<file path="src/rtl/fetch_queue_if.sv">
// Fetch front end signal bundle: redirect input, instruction memory
// request/response handshake and the IF/ID-facing output handshake.
interface fetch_queue_if #(
    parameter int LENGTH = 32
);
    logic              redirect;
    logic [LENGTH-1:0] redirect_pc;
    logic              imem_req_valid;
    logic [LENGTH-1:0] imem_req_addr;
    logic              imem_req_ready;
    logic              imem_resp_valid;
    logic [LENGTH-1:0] imem_resp_data;
    logic              out_valid;
    logic [LENGTH-1:0] out_instr;
    logic [LENGTH-1:0] out_pc_4;
    logic              out_ready;

    modport slave (
        input  redirect,
        input  redirect_pc,
        output imem_req_valid,
        output imem_req_addr,
        input  imem_req_ready,
        input  imem_resp_valid,
        input  imem_resp_data,
        output out_valid,
        output out_instr,
        output out_pc_4,
        input  out_ready
    );

    modport master (
        output redirect,
        output redirect_pc,
        input  imem_req_valid,
        input  imem_req_addr,
        output imem_req_ready,
        output imem_resp_valid,
        output imem_resp_data,
        input  out_valid,
        input  out_instr,
        input  out_pc_4,
        output out_ready
    );
endinterface

</file>
<file path="src/rtl/fetch_queue.sv">
// Instruction fetch front end: owns the fetch PC, issues in-order word
// reads and buffers returned instructions ahead of the IF/ID register.
module fetch_queue #(
    parameter int                LENGTH   = 32,
    parameter int                DEPTH    = 4,
    parameter logic [LENGTH-1:0] RESET_PC = '0
) (
    input logic          clk,
    input logic          rst,
    fetch_queue_if.slave fq
);
    localparam int PW = $clog2(DEPTH);
    localparam int CW = PW + 1;
    localparam logic [CW-1:0]     FULL = CW'(DEPTH);
    localparam logic [CW-1:0]     ONE  = CW'(1);
    localparam logic [PW-1:0]     STEP = PW'(1);
    localparam logic [LENGTH-1:0] WORD = LENGTH'(4);

    typedef struct packed {
        logic [LENGTH-1:0] instr;
        logic [LENGTH-1:0] pc4;
    } entry_t;

    entry_t            entries [DEPTH];
    logic [LENGTH-1:0] fetchPc;
    logic [LENGTH-1:0] fetchPcNext;
    logic [LENGTH-1:0] respPc;
    logic [LENGTH-1:0] respPcNext;
    logic [CW-1:0]     count;
    logic [CW-1:0]     countNext;
    logic [CW-1:0]     outstanding;
    logic [CW-1:0]     outstandingNext;
    logic [CW-1:0]     drop;
    logic [CW-1:0]     dropNext;
    logic [CW-1:0]     inFlight;
    logic [PW-1:0]     rdPtr;
    logic [PW-1:0]     rdPtrNext;
    logic [PW-1:0]     wrPtr;
    logic [PW-1:0]     wrPtrNext;
    logic [LENGTH-1:0] target;
    logic              reqValid;
    logic              reqFire;
    logic              respFire;
    logic              push;
    logic              pop;

    // Credits cover both buffered entries and requests still in memory.
    assign inFlight = count + outstanding;
    assign target   = {fq.redirect_pc[LENGTH-1:2], 2'b00};
    assign reqValid = rst && !fq.redirect
                    && (inFlight < FULL) && (drop == '0);
    assign reqFire  = reqValid && fq.imem_req_ready;
    assign respFire = fq.imem_resp_valid && (outstanding != '0);
    assign push     = respFire && (drop == '0) && !fq.redirect;
    assign pop      = (count != '0) && fq.out_ready && !fq.redirect;

    always_comb begin
        fetchPcNext     = fetchPc;
        respPcNext      = respPc;
        rdPtrNext       = rdPtr;
        wrPtrNext       = wrPtr;
        countNext       = count;
        dropNext        = drop;
        outstandingNext = outstanding + CW'(reqFire) - CW'(respFire);
        if (fq.redirect) begin
            fetchPcNext = target;
            respPcNext  = target;
            rdPtrNext   = '0;
            wrPtrNext   = '0;
            countNext   = '0;
            // Everything still in memory after this edge belongs to the old path.
            dropNext    = outstandingNext;
        end else begin
            if (reqFire) begin
                fetchPcNext = fetchPc + WORD;
            end
            if (respFire && (drop != '0)) begin
                dropNext = drop - ONE;
            end
            if (push) begin
                respPcNext = respPc + WORD;
                wrPtrNext  = wrPtr + STEP;
            end
            if (pop) begin
                rdPtrNext = rdPtr + STEP;
            end
            countNext = count + CW'(push) - CW'(pop);
        end
    end

    always_ff @(posedge clk or negedge rst) begin
        if (!rst) begin
            fetchPc     <= RESET_PC;
            respPc      <= RESET_PC;
            count       <= '0;
            outstanding <= '0;
            drop        <= '0;
            rdPtr       <= '0;
            wrPtr       <= '0;
            for (int i = 0; i < DEPTH; i++) begin
                entries[i] <= '0;
            end
        end else begin
            fetchPc     <= fetchPcNext;
            respPc      <= respPcNext;
            count       <= countNext;
            outstanding <= outstandingNext;
            drop        <= dropNext;
            rdPtr       <= rdPtrNext;
            wrPtr       <= wrPtrNext;
            if (push) begin
                entries[wrPtr] <= '{instr: fq.imem_resp_data,
                                    pc4:   respPc + WORD};
            end
        end
    end

    assign fq.imem_req_valid = reqValid;
    assign fq.imem_req_addr  = fetchPc;
    assign fq.out_valid      = (count != '0);
    assign fq.out_instr      = entries[rdPtr].instr;
    assign fq.out_pc_4       = entries[rdPtr].pc4;
endmodule
</file>
<file path="src/flat_wrapper.sv">
// flat-port wrapper written by rule: the top's interface ports become plain ports
module fetch_queue_flat 
#(
    parameter int                LENGTH   = 32,
    parameter int                DEPTH    = 4,
    parameter logic [LENGTH-1:0] RESET_PC = '0
)
  (clk, rst, fq_redirect, fq_redirect_pc, fq_imem_req_valid, fq_imem_req_addr, fq_imem_req_ready, fq_imem_resp_valid, fq_imem_resp_data, fq_out_valid, fq_out_instr, fq_out_pc_4, fq_out_ready);
  fetch_queue_if #(.LENGTH(LENGTH)) fq_i ();
  input logic clk;
  input logic rst;
  input wire logic [$bits(fq_i.redirect)-1:0] fq_redirect;
  input wire logic [$bits(fq_i.redirect_pc)-1:0] fq_redirect_pc;
  output wire logic [$bits(fq_i.imem_req_valid)-1:0] fq_imem_req_valid;
  output wire logic [$bits(fq_i.imem_req_addr)-1:0] fq_imem_req_addr;
  input wire logic [$bits(fq_i.imem_req_ready)-1:0] fq_imem_req_ready;
  input wire logic [$bits(fq_i.imem_resp_valid)-1:0] fq_imem_resp_valid;
  input wire logic [$bits(fq_i.imem_resp_data)-1:0] fq_imem_resp_data;
  output wire logic [$bits(fq_i.out_valid)-1:0] fq_out_valid;
  output wire logic [$bits(fq_i.out_instr)-1:0] fq_out_instr;
  output wire logic [$bits(fq_i.out_pc_4)-1:0] fq_out_pc_4;
  input wire logic [$bits(fq_i.out_ready)-1:0] fq_out_ready;
  assign fq_i.redirect = fq_redirect;
  assign fq_i.redirect_pc = fq_redirect_pc;
  assign fq_imem_req_valid = fq_i.imem_req_valid;
  assign fq_imem_req_addr = fq_i.imem_req_addr;
  assign fq_i.imem_req_ready = fq_imem_req_ready;
  assign fq_i.imem_resp_valid = fq_imem_resp_valid;
  assign fq_i.imem_resp_data = fq_imem_resp_data;
  assign fq_out_valid = fq_i.out_valid;
  assign fq_out_instr = fq_i.out_instr;
  assign fq_out_pc_4 = fq_i.out_pc_4;
  assign fq_i.out_ready = fq_out_ready;
  fetch_queue #(.LENGTH(LENGTH), .DEPTH(DEPTH), .RESET_PC(RESET_PC)) u_core (.clk(clk), .rst(rst), .fq(fq_i));
endmodule
</file>
<file path="config.mk">
export PLATFORM = sky130hd
export DESIGN_NAME = fetch_queue_flat
export DESIGN_NICKNAME = d
export VERILOG_FILES = /design/src/rtl/fetch_queue_if.sv /design/src/rtl/fetch_queue.sv /design/src/flat_wrapper.sv
export SDC_FILE = /design/constraint.sdc
export NUM_CORES = 1
export LEC_CHECK = 0
export CORE_MARGIN = 2
export CORE_UTILIZATION = 57
export DETAILED_ROUTE_END_ITERATION = 12
export PLACE_DENSITY = 0.81
export SLEW_MARGIN = 20
export SYNTH_ARGS = -nofsm -noshare
export SYNTH_HDL_FRONTEND = slang
export SYNTH_SLANG_ARGS = --single-unit
</file>
<file path="constraint.sdc">
create_clock -name clk -period 2.9 [get_ports clk]
set_input_delay 0.58 -clock clk [delete_from_list [all_inputs] [get_ports clk]]
set_output_delay 0.58 -clock clk [all_outputs]
set_load 0.005 [all_outputs]
</file>
==> impl_metrics.csv, run 1 <==
group,metric,value,unit
run_status,status,"finished, violations left",
run_status,failed_checks,"DRC",
pwr,power_frac_seq,39.8,%
finish,fill_cells,1874,
die,ios,168,
timing,period_share,98.2,%
grt,grt_pass1_vias,12600,
clocking,cts_buffers,35,
worst_setup_path,startpoint,"u_core.rdPtr[0]",
detailed_routing,dr_wl_met2,19.3,mm
hold_path,hp-start,"u_core.entries[37]",
placed_design,pre_cts_ws,204,ps
detailed_routing,routed_wl,39.4,mm
synthesis,synth_top_family_by_area,"simple AND/OR/NAND/NOR gates",
grt,grt_overflow,0,
synthesis,avgSynthCellArea,9.93,um2
detailed_routing,wl_per_cell,19.3,um
pwr,pwr_density_cell,807,nW/um2
detailed_routing,drcViolationCount,6,
flow_run,cap_violations,0,
grt,grt_max_degree,138,
pwr,total_power,15.0,mW
die,floorplan.initialDensity,58.3,%
worst_setup_path,critical_path_class,"reg2out",
worst_setup_path,path_max_fanout,24,
timing,final.setup.tns,0,ps
worst_setup_path,r2r_slack,390,ps
detailed_routing,drt_iter0_markers,1187,
worst_setup_path,crit_chain,"buf_16 > mux4_2 > clkdlybuf4s50_1",
clocking,cts_num_sinks,321,
pwr,swShare,29.7,%
synthesis,yosys_warnings,0,
finish,num-nets-final,1760,
timing,slew_headroom,50.9,%
pwr,cellLeakagePower,8.53,nW
detailed_routing,drtAntennaViolNets,0,
die,core_area,26100,um2
synthesis,synthMuxAreaShare,10.8,%
timing,max_slew.worst_pin.slew,737,ps
timing,finalHoldViolations,0,
timing,setup_ws,52.8,ps
detailed_routing,wl_met1,16.3,mm
timing,final_max_slew_viol_count,0,
synthesis,synth_compound_area_share,6.22,%
timing,rsz0062_at_grt,"no",
synthesis,synthTopCellsByCount,"nand2_1, dfrtp_1, o21ai_0",
finish,area_growth,21.9,%
detailed_routing,viasPerCell,5.96,
clocking,cts_max_level,2,
synthesis,synth_top_area_cell,"dfrtp_1",
synthesis,ys.flop_type,"dfrtp_1",
pwr,combinationalPowerShare,29.9,%
die,rows,59,
synthesis,yosys.area_share.simple,20.9,%
worst_setup_path,crit_buf_inv,2,
synthesis,ys_ff_latch,321,
clocking,path_clk_slew,60,ps
timing,setup_violations,0,
synthesis,yosysMostFrequentCell,"nand2_1",
timing,fin_skew,11.0,ps
synthesis,synth_top_area_share,52.7,%
die,fp.dieW,167,um
placed_design,portBuffers,161,
grt,antenna_found_initial,0,
worst_setup_path,cp.arrival,2270,ps
finish,drive_above_1_share,12.1,%
finish,n_antenna_cell,0,
pwr,p_int,10.5,mW
synthesis,synthArstFlopShare,100,%
worst_setup_path,cp_top_family,"buffers and inverters",
worst_setup_path,reg2reg_from,"u_core.outstanding[1]",
timing,min_period,2850,ps
worst_setup_path,crit_path_top_delay_cell,"mux4_2",
worst_setup_path,cp-end-kind,"primary output",
worst_setup_path,cp.required,2320,ps
synthesis,ys_types,53,
worst_setup_path,cpPeakStageDelay,560,ps
synthesis,syn-instance-count,1534,
detailed_routing,dr.pass1.iters,9,
timing,holdWs,470,ps
die,fp.dieH,167,um
worst_setup_path,start_kind,"register",
grt,grt_pass1_wl,64.7,mm
clocking,cts_root_buffer,"clkbuf_16",
clocking,clock_latency,510,ps
clocking,cts_buffer_depth,3,
synthesis,synthXorXnorAreaFrac,4.53,%
hold_path,hold_class,"reg2reg",
synthesis,synthTopCellsByArea,"dfrtp_1, nand2_1, mux4_2",
synthesis,yosysSeqAreaShare,52.7,%
placed_design,hpwl,25.0,mm
pwr,irDropWorstVdd,0.000511,V
detailed_routing,top_layer,"met4",
detailed_routing,met3WireLength,2.67,mm
pwr,pwr-share-clk,30.3,%
die,die-area,28000,um2
synthesis,synthAdderAreaFrac,1.33,%
synthesis,netlist_area,15200,um2
clocking,cts_tree,"yes",
timing,max_clock_freq,351,MHz
detailed_routing,via_count,12100,
grt,grtUsageTotal,28.8,%
pwr,p_sw,4.46,mW
synthesis,synth-edff-count,0,
placed_design,gp_congestion,0.927,
layout by cell type (no fill, tap or decap), types with 14 or more instances in the layout:
cell,n
xor2_1,23
inv_1,16
a21oi_1,15
mux2_2,21
xnor2_1,54
buf_12,15
nor3_1,14
clkbuf_16,36
o21ai_0,119
mux4_2,62
clkdlybuf4s50_1,145
nor4_1,14
buf_4,22
nand3_1,34
nand2_1,545
a31oi_1,19
dfrtp_1,317
nand4_1,24
nor2_1,46
power groups by stage:
stage / Combinational [mW] / Sequential [mW] / Clock [mW]
floorplan: 2.45 / 5.78 / 0
global placement: 4.31 / 5.92 / 0
detailed placement: 4.45 / 5.97 / 0
CTS: 4.53 / 5.93 / 4.59
global route: 4.89 / 6.05 / 4.79
finish: 4.48 / 5.96 / 4.55
sequential cells by signal (all words and copies together), names as in the netlist:
signal	count
u_core.wrPtr	2
u_core.outstanding	3
u_core.rdPtr	2
u_core.entries	248
u_core.count	3
u_core.respPc	30
u_core.drop	3
u_core.fq.imem_req_addr	30
worst paths after layout:
check / depth (start not counted) / to
worst min-delay path: 2 / u_core.entries[37]
min in group asynchronous: 2 / u_core.fq.imem_req_addr[9]
worst max-delay path: 3 / fq_out_pc_4[4]
worst min register to register: 2 / u_core.entries[37]
max in group asynchronous: 4 / u_core.entries[113]
worst max register to register: 13 / u_core.drop[2]
kinds of logic (layout without fill, tap and decap cells):
family,count (synthesis),count (layout)
AO/OA/AOI/OAI,175,175
XOR/XNOR,78,78
adder cells (fa/ha/maj),15,15
buffers and inverters,115,278
flip-flops,321,321
multiplexers,84,84
other,1,4
AND/OR/NAND/NOR,745,745
worst reg2reg max path: cells and delay by family (launching register included):
family                     cells  cell delay [ps]
AOI/OAI and AO/OA              1              140
xor gates and xnor gates       3              480
DFF                            1              450
adders and majority gates      3              770
buffers and inverters          3              300
and+or+nand+nor                3              290
through the flow:
step,util (%),instances,instance area (um2)
floorplan,-,1537,15200
global route,71.1,2035,18600
CTS,70.8,2035,18500
detailed placement,66.2,1971,17300
global placement,66.2,1971,17300
finish,71.1,2035,18600
per-layer routing:
metal | global-route usage [%] | up-vias
met1 | 39.9 | 6031
met4 | 10.4 | 0
met3 | 4.40 | 100
met5 | 0 | -
met2 | 46.9 | 534
li1 | - | 5472
layout make-up:
type,instances,area [um2],share of cell area (%)
flip-flops and latches,321,8040,43.3
multi-input cells,1101,6730,36.2
repair buffers,199,2130,11.5
clock buffers,49,1050,5.65
well taps,335,419,2.26
clock inverters,13,143,0.768
inverters,17,63.8,0.344
repair_timing:
item,in CTS,in global routing
hold endpoints to repair,28,0
pin swaps,2,0
buffers inserted,1,0
hold buffers,1,0
endpoints found under the setup margin,3,13
resized for setup,5,17
Note: power is estimated with default switching activity, not from simulation.
==> run 2: changes to the inputs <==
Settings changed: CAP_MARGIN set to 40.
==> results of run 2 <==
Final layout, timing and power as in run 1 (identical DEF).
